<file path="config.mk">
export PLATFORM = sky130hd
export DESIGN_NAME = addr_seq_engine
export DESIGN_NICKNAME = d
export VERILOG_FILES = /design/src/rtl/addr_seq_engine.sv
export SDC_FILE = /design/constraint.sdc
export NUM_CORES = 1
export LEC_CHECK = 0
export BUFFER_PORTS_ARGS = -buffer_cell sky130_fd_sc_hd__buf_2
export CAP_MARGIN = 20
export CORE_MARGIN = 1.5
export CORE_UTILIZATION = 35
export CTS_BUF_LIST = sky130_fd_sc_hd__clkbuf_4 sky130_fd_sc_hd__clkbuf_8 sky130_fd_sc_hd__clkbuf_16
export CTS_CLUSTER_SIZE = 8
export DETAILED_ROUTE_END_ITERATION = 10
export GPL_ROUTABILITY_DRIVEN = 0
export GPL_TIMING_DRIVEN = 1
export HOLD_SLACK_MARGIN = 0.02
export SLEW_MARGIN = 25
export SYNTH_ARGS = -nofsm -noshare
export SYNTH_HDL_FRONTEND = slang
export SYNTH_SLANG_ARGS = --single-unit
</file>
<file path="constraint.sdc">
create_clock -name clk -period 4.9 [get_ports clk]
set_input_delay 0.735 -clock clk [delete_from_list [all_inputs] [get_ports clk]]
set_output_delay 0.735 -clock clk [all_outputs]
set_load 0.005 [all_outputs]
</file>
<file path="src/rtl/addr_seq_engine.sv">
// Address sequencing stage: pops FIFO words and expands each into 1..256
// consecutive vector addresses on a valid/ready port, with issue counters.
module addr_seq_engine #(
    parameter int TAG_W = 4,
    parameter int CNT_W = 16
) (
    input  logic                            clk,
    input  logic                            reset,
    input  logic                            run_program,
    input  logic                            active_program,
    input  logic                            abort_program,
    input  logic                            freeze_addr_fifo,
    input  logic                            send_consec_addr,
    input  logic [7:0]                      consec_count,
    input  logic [31:0]                     fifo_dout,
    input  logic                            fifo_empty,
    output logic                            fifo_rd_en,
    output logic [31:0]                     vctr_addr,
    output logic                            vctr_addr_valid,
    input  logic                            vctr_addr_ready,
    output logic [CNT_W-1:0]                addr_cycle_cnt,
    output logic [(1<<TAG_W)*CNT_W-1:0]     addr_mon_cnts_flat,
    output logic                            seq_idle
);

    localparam int ADDR_W   = 32 - TAG_W;
    localparam int NUM_TAGS = 1 << TAG_W;
    localparam logic [CNT_W-1:0] CNT_MAX = '1;

    typedef enum logic {
        IDLE,
        ISSUE
    } state_t;

    state_t             state;
    logic [TAG_W-1:0]   tag;
    logic [ADDR_W-1:0]  cur_addr;
    logic [7:0]         remaining;
    logic [CNT_W-1:0]   mon [NUM_TAGS];

    logic can_pop;
    logic handshake;
    logic last_beat;
    logic load;
    logic counter_clear;
    logic count_en;

    always_comb begin
        can_pop       = active_program & ~abort_program & ~freeze_addr_fifo & ~fifo_empty;
        handshake     = vctr_addr_valid & vctr_addr_ready;
        last_beat     = (remaining == 8'd0);
        load          = ~abort_program & can_pop &
                        ((state == IDLE) | ((state == ISSUE) & handshake & last_beat));
        // The strobe is combinational, so gate it with reset to keep it quiet
        // while the abort flush would otherwise be enabled.
        fifo_rd_en    = reset & (load | (abort_program & ~fifo_empty));
        counter_clear = run_program & ~active_program;
        count_en      = handshake & ~abort_program;
    end

    assign vctr_addr = {tag, cur_addr};
    assign seq_idle  = (state == IDLE);

    always_ff @(posedge clk or negedge reset) begin
        if (!reset) begin
            state           <= IDLE;
            tag             <= '0;
            cur_addr        <= '0;
            remaining       <= '0;
            vctr_addr_valid <= 1'b0;
        end else if (abort_program) begin
            state           <= IDLE;
            remaining       <= '0;
            vctr_addr_valid <= 1'b0;
        end else if (load) begin
            tag             <= fifo_dout[31 -: TAG_W];
            cur_addr        <= fifo_dout[ADDR_W-1:0];
            remaining       <= send_consec_addr ? consec_count : 8'd0;
            state           <= ISSUE;
            vctr_addr_valid <= 1'b1;
        end else if ((state == ISSUE) && handshake) begin
            if (!last_beat) begin
                // Address field wraps on its own; the tag is never disturbed.
                cur_addr  <= cur_addr + ADDR_W'(1);
                remaining <= remaining - 8'd1;
            end else begin
                state           <= IDLE;
                vctr_addr_valid <= 1'b0;
            end
        end
    end

    always_ff @(posedge clk or negedge reset) begin
        if (!reset) begin
            addr_cycle_cnt <= '0;
            // NOTE: the monitor array is a bank of readable counters, not RAM,
            // so every entry must be reset to a defined value.
            for (int i = 0; i < NUM_TAGS; i++) begin
                mon[i] <= '0;
            end
        end else if (counter_clear) begin
            addr_cycle_cnt <= '0;
            for (int i = 0; i < NUM_TAGS; i++) begin
                mon[i] <= '0;
            end
        end else if (count_en) begin
            if (addr_cycle_cnt != CNT_MAX) begin
                addr_cycle_cnt <= addr_cycle_cnt + CNT_W'(1);
            end
            if (mon[tag] != CNT_MAX) begin
                mon[tag] <= mon[tag] + CNT_W'(1);
            end
        end
    end

    always_comb begin
        addr_mon_cnts_flat = '0;
        for (int i = 0; i < NUM_TAGS; i++) begin
            addr_mon_cnts_flat[i*CNT_W +: CNT_W] = mon[i];
        end
    end

endmodule

</file>
==> summary.txt, run 1 <==
MIN PATH
----------------------------------------------------------------------------------------
Tightest Hold Check Type ..................................................     in2async

STA
----------------------------------------------------------------------------------------
Clock skew after layout ...................................................    0.0331 ns
Timing-limited maximum frequency ..........................................    0.219 GHz
Transition at the pin with the smallest max-transition slack ..............      1.11 ns
Minimum clock period after layout .........................................      4.57 ns
Max-slew violation total from the final report ............................            0
# setup viols final .......................................................            0
Final Worst Setup Slack ...................................................     0.328 ns
Crit share post-route .....................................................        93.3%
Worst slew slack as a fraction of its limit ...............................        25.4%
RSZ-0062 raised after global routing ......................................        false
Sum Neg Setup Slack .......................................................         0 ns
Final count of hold timing violations .....................................            0

GRT
----------------------------------------------------------------------------------------
Wire length of the first global-routing pass ..............................       100 mm
Pin count of the biggest net entering global routing ......................          165
Overflow left after global routing ........................................            0
Via count of the first global-routing pass ................................        15000
GRT Util Overall ..........................................................        27.7%
Initial antenna violation count ...........................................            3

FLOORPLANNING
----------------------------------------------------------------------------------------
Area of the die ........................................................... 0.0485 sq mm
Initial core utilization ..................................................        35.5%
Core outline area ......................................................... 0.0466 sq mm
Standard-cell rows ........................................................           79
Die Wd ....................................................................  220 microns
Ports placed on the boundary ..............................................          356
Die extent in y ...........................................................  220 microns

FINISH
----------------------------------------------------------------------------------------
Fillers ...................................................................         4490
Share of layout cells above drive strength 1 ..............................        30.9%
Layout net count ..........................................................         1991
Multi-input combinational cell area ....................................... 0.00784 sq mm
Layout Area Growth over Synthesis .........................................        21.8%
Cell Count, Final, Fillers Out ............................................         2552
Area taken by flip-flops and latches ...................................... 0.00784 sq mm

CLOCK NETWORK
----------------------------------------------------------------------------------------
Post-CTS Setup Repair Bufs ................................................            0
Count of clock tree sinks .................................................          313
Post-cts sizing count .....................................................            0
Maximum count of clock buffers along a single path ........................            3
Hold-fix buffers, CTS .....................................................            0
Cell at the root of the clock tree ........................................    clkbuf_16
Total CTS buffers .........................................................           46
Worst skew pair latency ...................................................      0.59 ns
Clock tree from TritonCTS .................................................        built
CTS clk-pin slew, worst paths .............................................      0.06 ns
Count of H-tree levels built during CTS ...................................            2

SETUP PATH
----------------------------------------------------------------------------------------
Reg2Reg Launch Point ......................................................       tag[1]
Maximum fanout along the worst path .......................................          164
Worst setup path class ....................................................      reg2reg
Data arrival time of the critical path ....................................      5.03 ns
Crit Reg-Reg Endpoint ..................................................... addr_mon_cnts_flat[216]
Sort of element at the end of the critical path ...........................     register
Data required time of the worst path ......................................      5.36 ns
Critical path launch point type ...........................................     register
Number of cells on the worst reg-to-reg path ..............................            9
Reg2reg setup slack .......................................................      0.33 ns

ROUTE
----------------------------------------------------------------------------------------
Detail Route Antenna Nets .................................................            0
Via count .................................................................        15900
Routed WL .................................................................      68.5 mm
Detailed Routing Iterations Pass 1 ........................................            6
Number of DRC violations after detailed-routing iteration 0 ...............         2216
Average wire per cell in the routed design ................................ 26.8 microns
DR DRC count ..............................................................            0
Ratio of routed vias to standard cells ....................................         6.24

SYNTHESIS
----------------------------------------------------------------------------------------
Synth async-reset ratio ...................................................         100%
Post-Synthesis Net Count ..................................................         1688
Number of storage elements in the synthesis netlist .......................          313
Cell count after synthesis ................................................         1634
Netlist area before placement ............................................. 0.0165 sq mm
Ys flop type ..............................................................      dfrtp_1
Fraction of the yosys area taken by sequential cells ......................        47.4%
Warning count from the yosys run ..........................................            0
Distinct cell type count after synthesis ..................................           61
Average cell area after synthesis .........................................   10.1 sq um
Number of enable flip-flop cells after synthesis ..........................            0

PWR
----------------------------------------------------------------------------------------
Leak pwr ..................................................................      9.01 nW
Power Dens Cells ..........................................................  338 mW/mm^2
Maximum VDD drop ..........................................................     0.218 mV
Total design power ........................................................      6.79 mW

PLACE
----------------------------------------------------------------------------------------
Placed Cells ..............................................................         2496
Total half-perimeter wirelength after legalization and detailed placement .      47.7 mm
Worst slack at placement ..................................................     0.529 ns
Number of buffer cells added on primary ports .............................          355

RUN STATUS
----------------------------------------------------------------------------------------
Outcome ................................................................... finished, final reports clean

JOB
----------------------------------------------------------------------------------------
Max-cap check violation count .............................................            0

==> cells in the mapped netlist (all sizes together) (15+ instances only) <==
cell type | count | area (sq um)
a211oi | 138 | 1170
a21oi | 254 | 1270
a22oi | 24 | 180
a31oi | 15 | 93.8
buf | 80 | 541
clkbuf | 85 | 322
dfrtp | 313 | 7830
mux4 | 63 | 1420
nand2 | 144 | 541
nand3 | 48 | 240
nand4 | 64 | 422
nor2 | 80 | 325
nor3 | 22 | 110
o21ai | 108 | 541
o22ai | 45 | 288
o32ai | 16 | 140
xnor2 | 15 | 131
==> final cells by class <==
cell class                      count  share of cell area [%]
Antenna cell                        1                  0.0124
Clock buffer                       50                    5.91
Clock inverter                      5                   0.392
Inverter                           12                   0.224
Multi-Input combinational cell   1144                    39.0
Sequential cell                   313                    39.0
Tap cell                          607                    3.78
Timing Repair Buffer              420                    11.7
==> power breakdown <==
| group | internal, mW | leakage (nW) | switching [mW] |
|---|---|---|---|
| clock network | 1.75 | 0.623 | 1.19 |
| logic | 0.367 | 4.07 | 0.592 |
| registers | 2.70 | 4.32 | 0.202 |
==> cell usage in the layout, fill, tap and decap left out, types with 3 or more instances in the layout <==
| cell | instances |
|---|---|
| mux2i_1 | 14 |
| a22oi_1 | 24 |
| nand2_1 | 144 |
| nand4_1 | 62 |
| xor2_1 | 10 |
| dfrtp_1 | 311 |
| a21o_1 | 4 |
| inv_1 | 11 |
| o22ai_1 | 44 |
| nand2b_1 | 5 |
| a31oi_1 | 15 |
| nor2b_1 | 3 |
| mux4_2 | 63 |
| buf_12 | 6 |
| and2_1 | 7 |
| clkbuf_16 | 46 |
| ha_1 | 5 |
| a211oi_1 | 112 |
| o32ai_1 | 16 |
| nor2_1 | 68 |
| nor3_1 | 18 |
| and4_1 | 6 |
| and3_1 | 9 |
| xnor2_1 | 14 |
| nor2_2 | 12 |
| nor3_2 | 3 |
| a311oi_1 | 5 |
| a21oi_1 | 252 |
| o21ai_0 | 108 |
| buf_4 | 58 |
| buf_2 | 354 |
| a211oi_2 | 26 |
| nand3_1 | 48 |
| nor4_1 | 10 |
| nor3b_1 | 3 |
| clkbuf_4 | 3 |
==> cells by family (layout without fill, tap and decap cells) <==
family | Yosys count | count (layout) | share of synthesized area, %
AOI/OAI and AO/OA | 620 | 620 | 23.3
buffers and inverters | 177 | 487 | 5.49
adders and majority gates | 5 | 5 | 0.379
and+or+nand+nor | 417 | 417 | 12.6
DFF | 313 | 313 | 47.4
xor gates and xnor gates | 25 | 25 | 1.33
muxes | 77 | 77 | 9.44
other | 0 | 1 | 0
==> per-stage QoR <==
step / area, sq um / hold slack, ns / utilization [%]
global route: 20100 / 0.210 / 43.2
global placement: 18800 / 0.505 / 40.4
detailed placement: 18800 / 0.511 / 40.4
floorplan: 16500 / 0.439 / -
finish: 20100 / 0.169 / 43.2
CTS: 20100 / 0.169 / 43.2
==> metal layers <==
| metal | vias to the layer above | global-route usage, % | share of wire [%] |
|---|---|---|---|
| li1 | 6802 | - | - |
| met3 | 137 | 8.95 | 11 |
| met4 | 4 | 10.2 | 3.4 |
| met1 | 7951 | 37.5 | 40 |
| met2 | 1018 | 41.4 | 45 |
| met5 | - | 0 | 0.031 |
==> critical path, cell delays in order (launching register included) <==
cell and delay [ns]:
dfrtp_4 0.80, buf_4 0.53, mux4_2 0.39, a22oi_1 0.37, nand2_1 0.18, nand4_2 0.25, or4_4 0.20, buf_12 0.47
o211ai_2 0.59, o32ai_1 0.45
==> worst max-delay path by stage <==
stage,from,to,depth (start not counted)
after detailed placement,tag[1],addr_mon_cnts_flat[216],9
after global placement,tag[1],addr_mon_cnts_flat[216],9
after floorplan,tag[2],addr_mon_cnts_flat[170],17
after CTS,tag[1],addr_mon_cnts_flat[216],9
after global routing,tag[0],addr_mon_cnts_flat[184],12
final,tag[1],addr_mon_cnts_flat[216],9
==> flip-flops by register name (all words and copies together) (netlist names) <==
register and cells:
tag 4, addr_mon_cnts_flat 256, remaining 8, state 1
addr_cycle_cnt 16, cur_addr 28
Power figures use the tool's default switching activity.
==> run 2: changes to the inputs <==
--- a/config.mk
+++ b/config.mk
@@ -5,6 +5,7 @@
 export SDC_FILE = /design/constraint.sdc
 export NUM_CORES = 1
 export LEC_CHECK = 0
+export ABC_AREA = 1
 export BUFFER_PORTS_ARGS = -buffer_cell sky130_fd_sc_hd__buf_2
 export CAP_MARGIN = 20
 export CORE_MARGIN = 1.5
==> constraint.sdc (replaced) <==
create_clock -name clk -period 4.9 [get_ports clk]
set_input_delay 0.735 -clock clk [delete_from_list [all_inputs] [get_ports clk]]
set_output_delay 0.735 -clock clk [all_outputs]
set_load 0.02 [all_outputs]
==> summary.txt, run 2 <==
SYNTHESIS
----------------------------------------------------------------------------------------
Warning count from the yosys run ..........................................            0
Number of storage elements in the synthesis netlist .......................          313
Fraction of the yosys area taken by sequential cells ......................        47.0%
Cell count after synthesis ................................................         2203
Average cell area after synthesis .........................................   7.56 sq um
Count leader, synth .......................................................      nand2_1
Area share of the largest cell type after synthesis .......................        47.0%
Top post-synthesis cells by area .......................................... dfrtp_1 (47%), nand2_1 (24%), o21ai_0 (4.5%)
Distinct cell type count after synthesis ..................................           44
Post-Synthesis Net Count ..................................................         2257
Ys flop type ..............................................................      dfrtp_1
Synth cell count leaders .................................................. nand2_1 (1050), dfrtp_1 (313), o21ai_0 (149), o21ai_1 (145), nor2_1 (95)
Netlist area before placement ............................................. 0.0167 sq mm
Synth async-reset ratio ...................................................         100%
Number of enable flip-flop cells after synthesis ..........................            0
Cell type with the highest aggregate area in the netlist ..................      dfrtp_1

PWR
----------------------------------------------------------------------------------------
Total design power ........................................................      8.68 mW
Leak pwr ..................................................................      10.3 nW
Power Dens Cells ..........................................................  438 mW/mm^2
Maximum VDD drop ..........................................................     0.260 mV

FLOORPLANNING
----------------------------------------------------------------------------------------
Ports placed on the boundary ..............................................          356
Die Wd ....................................................................  221 microns
Initial core utilization ..................................................        35.6%
Standard-cell rows ........................................................           79
Area of the die ........................................................... 0.0489 sq mm
Core outline area ......................................................... 0.0468 sq mm
Die extent in y ...........................................................  221 microns

STA
----------------------------------------------------------------------------------------
Crit share post-route .....................................................        83.1%
Clock skew after layout ...................................................    0.0229 ns
Sum Neg Setup Slack .......................................................         0 ns
Timing-limited maximum frequency ..........................................    0.246 GHz
Tightest hold margin ......................................................    0.0791 ns
Max-slew violation total from the final report ............................            0
Worst slew slack as a fraction of its limit ...............................        33.4%
Transition at the pin with the smallest max-transition slack ..............     0.997 ns
# setup viols final .......................................................            0
Minimum clock period after layout .........................................      4.07 ns
Final count of hold timing violations .....................................            0
RSZ-0062 raised after global routing ......................................        false

GRT
----------------------------------------------------------------------------------------
Initial antenna violation count ...........................................            1
Wire length of the first global-routing pass ..............................      97.6 mm
Pin count of the biggest net entering global routing ......................          126
Via count of the first global-routing pass ................................        15800
GRT Util Overall ..........................................................        25.9%
Overflow left after global routing ........................................            0

SETUP PATH
----------------------------------------------------------------------------------------
Worst stage delay on the critical path ....................................      0.67 ns
Sort of element at the end of the critical path ...........................     register
Maximum fanout along the worst path .......................................           60
Most common cell type on the critical path ................................      nand2_1
Data arrival time of the critical path ....................................      4.54 ns
Data required time of the worst path ......................................      5.37 ns
Critical path launch point type ...........................................     register
Cell with the biggest individual delay on the critical path ...............      dfrtp_4
Series of cell instances along the critical path .......................... inv_4 -> buf_12 -> nand2_1 -> nand2_1 -> nand2_1 -> nand2_1 -> nand2_1 -> nand2_1 -> nor2_1 -> nor2_1 -> nand2_1 -> nor2_4 -> nand3_4 -> buf_4 -> nand3_2 -> o21ai_0
Worst setup path class ....................................................      reg2reg

FINISH
----------------------------------------------------------------------------------------
Share of layout cells above drive strength 1 ..............................        20.6%
Max reg flops .............................................................          256
Commonest non-fill, non-tap cells in the layout ........................... nand2_1 (1050), buf_2 (354), dfrtp_1 (311)
Layout net count ..........................................................         2561
Count of antenna diodes in the layout .....................................            0
Commonest non-fill, non-tap cell in the layout ............................      nand2_1
Layout Area Growth over Synthesis .........................................        19.1%
Cell Count, Final, Fillers Out ............................................         3121
Fillers ...................................................................         4903

MIN PATH
----------------------------------------------------------------------------------------
Tightest Hold Check Type ..................................................     in2async

JOB
----------------------------------------------------------------------------------------
Max-cap check violation count .............................................            0

ROUTE
----------------------------------------------------------------------------------------
Routed WL .................................................................      64.6 mm
Number of DRC violations after detailed-routing iteration 0 ...............         1344
DR DRC count ..............................................................            0
Ratio of routed vias to standard cells ....................................         5.32
Via count .................................................................        16600
Detail Route Antenna Nets .................................................            0
Average wire per cell in the routed design ................................ 20.7 microns
Detailed Routing Iterations Pass 1 ........................................            6

CLOCK NETWORK
----------------------------------------------------------------------------------------
Clock tree from TritonCTS .................................................        built
Maximum count of clock buffers along a single path ........................            3
Worst skew pair latency ...................................................      0.58 ns
Post-CTS Setup Repair Bufs ................................................            0
Count of H-tree levels built during CTS ...................................            2
Cell at the root of the clock tree ........................................    clkbuf_16
Count of clock tree sinks .................................................          313
Post-cts sizing count .....................................................            0
CTS clk-pin slew, worst paths .............................................      0.06 ns
Total CTS buffers .........................................................           45
Hold-fix buffers, CTS .....................................................            0

PLACE
----------------------------------------------------------------------------------------
Number of buffer cells added on primary ports .............................          355
Total half-perimeter wirelength after legalization and detailed placement .      45.6 mm
Placed Cells ..............................................................         3067

RUN STATUS
----------------------------------------------------------------------------------------
Outcome ................................................................... finished, final reports clean

[run 2: changes by cell type after synthesis, moves of 58 or more]
cell / before / now
nand2_1: 144 / 1050
a211oi_1: 112 / 0
clkbuf_1: 83 / 25
mux4_2: 63 / 0
inv_1: 11 / 72
a21oi_1: 254 / 13
o21ai_1: 0 / 145
[run 2: layout make-up]
| type | instances | area, sq um | share of cell area (%) |
|---|---|---|---|
| sequential | 313 | 7840 | 39.5 |
| multi-input combinational | 1687 | 7690 | 38.8 |
| timing repair buffer | 378 | 2010 | 10.1 |
| clock buffer | 51 | 1190 | 6.00 |
| tap | 607 | 759 | 3.83 |
| inverter | 82 | 312 | 1.57 |
| clock inverter | 3 | 37.5 | 0.189 |
[run 2: cells by family (layout without fill, tap and decap cells)]
family / count (synthesis) / after routing / synth area share (%)
buffers and inverters: 203 / 514 / 6.85
adder cells (fa/ha/maj): 5 / 5 / 0.376
AO/OA/AOI/OAI: 360 / 360 / 11.6
AND/OR/NAND/NOR: 1294 / 1294 / 32.6
XOR/XNOR: 28 / 28 / 1.56
flip-flops: 313 / 313 / 47.0
[run 2: metrics by stage]
step / utilization (%) / cell area, sq um / worst slack (ns)
after floorplan: - / 16700 / 1.83
after detailed placement: 39.8 / 18600 / 0.956
after CTS: 42.4 / 19800 / 0.898
final: 42.4 / 19800 / 0.830
after global placement: 39.8 / 18600 / 1.03
after global routing: 42.4 / 19800 / 0.474
[run 2: worst paths after layout]
kind,start,endpoint,slack [ns],cells past startpoint
min in group clk,fifo_dout[28],tag[0],0.38,3
max reg2reg,tag[0],addr_mon_cnts_flat[194],0.83,16
min reg2reg,addr_mon_cnts_flat[134],addr_mon_cnts_flat[134],0.50,2
max,tag[0],addr_mon_cnts_flat[194],0.83,16
min,reset,addr_mon_cnts_flat[108],0.08,1
max in group asynchronous,reset,addr_mon_cnts_flat[199],3.75,2
[run 2: worst max-delay path: cells and delay by family (launching register included)]
kind                   cells  cell delay (ns)
buffers and inverters      3             1.00
AND/OR/NAND/NOR           12             1.84
AO/OA/AOI/OAI              1             0.35
flip-flops                 1             0.67
[run 2: power by group]
group	internal, mW	switching, mW	leakage [nW]
sequential	2.93	0.415	4.23
clock	1.69	1.16	0.609
combinational	0.684	1.80	5.49
total	5.30	3.38	10.3
[run 2: metal layers]
layer	wire, microns	track usage [%]	vias to the layer above	share of wire (%)
met2	29600	40.7	734	46
met3	6310	7.02	102	9.8
met4	1870	8.68	2	2.9
met5	10	0	-	0.015
li1	-	-	7663	-
met1	26800	34.5	8090	42
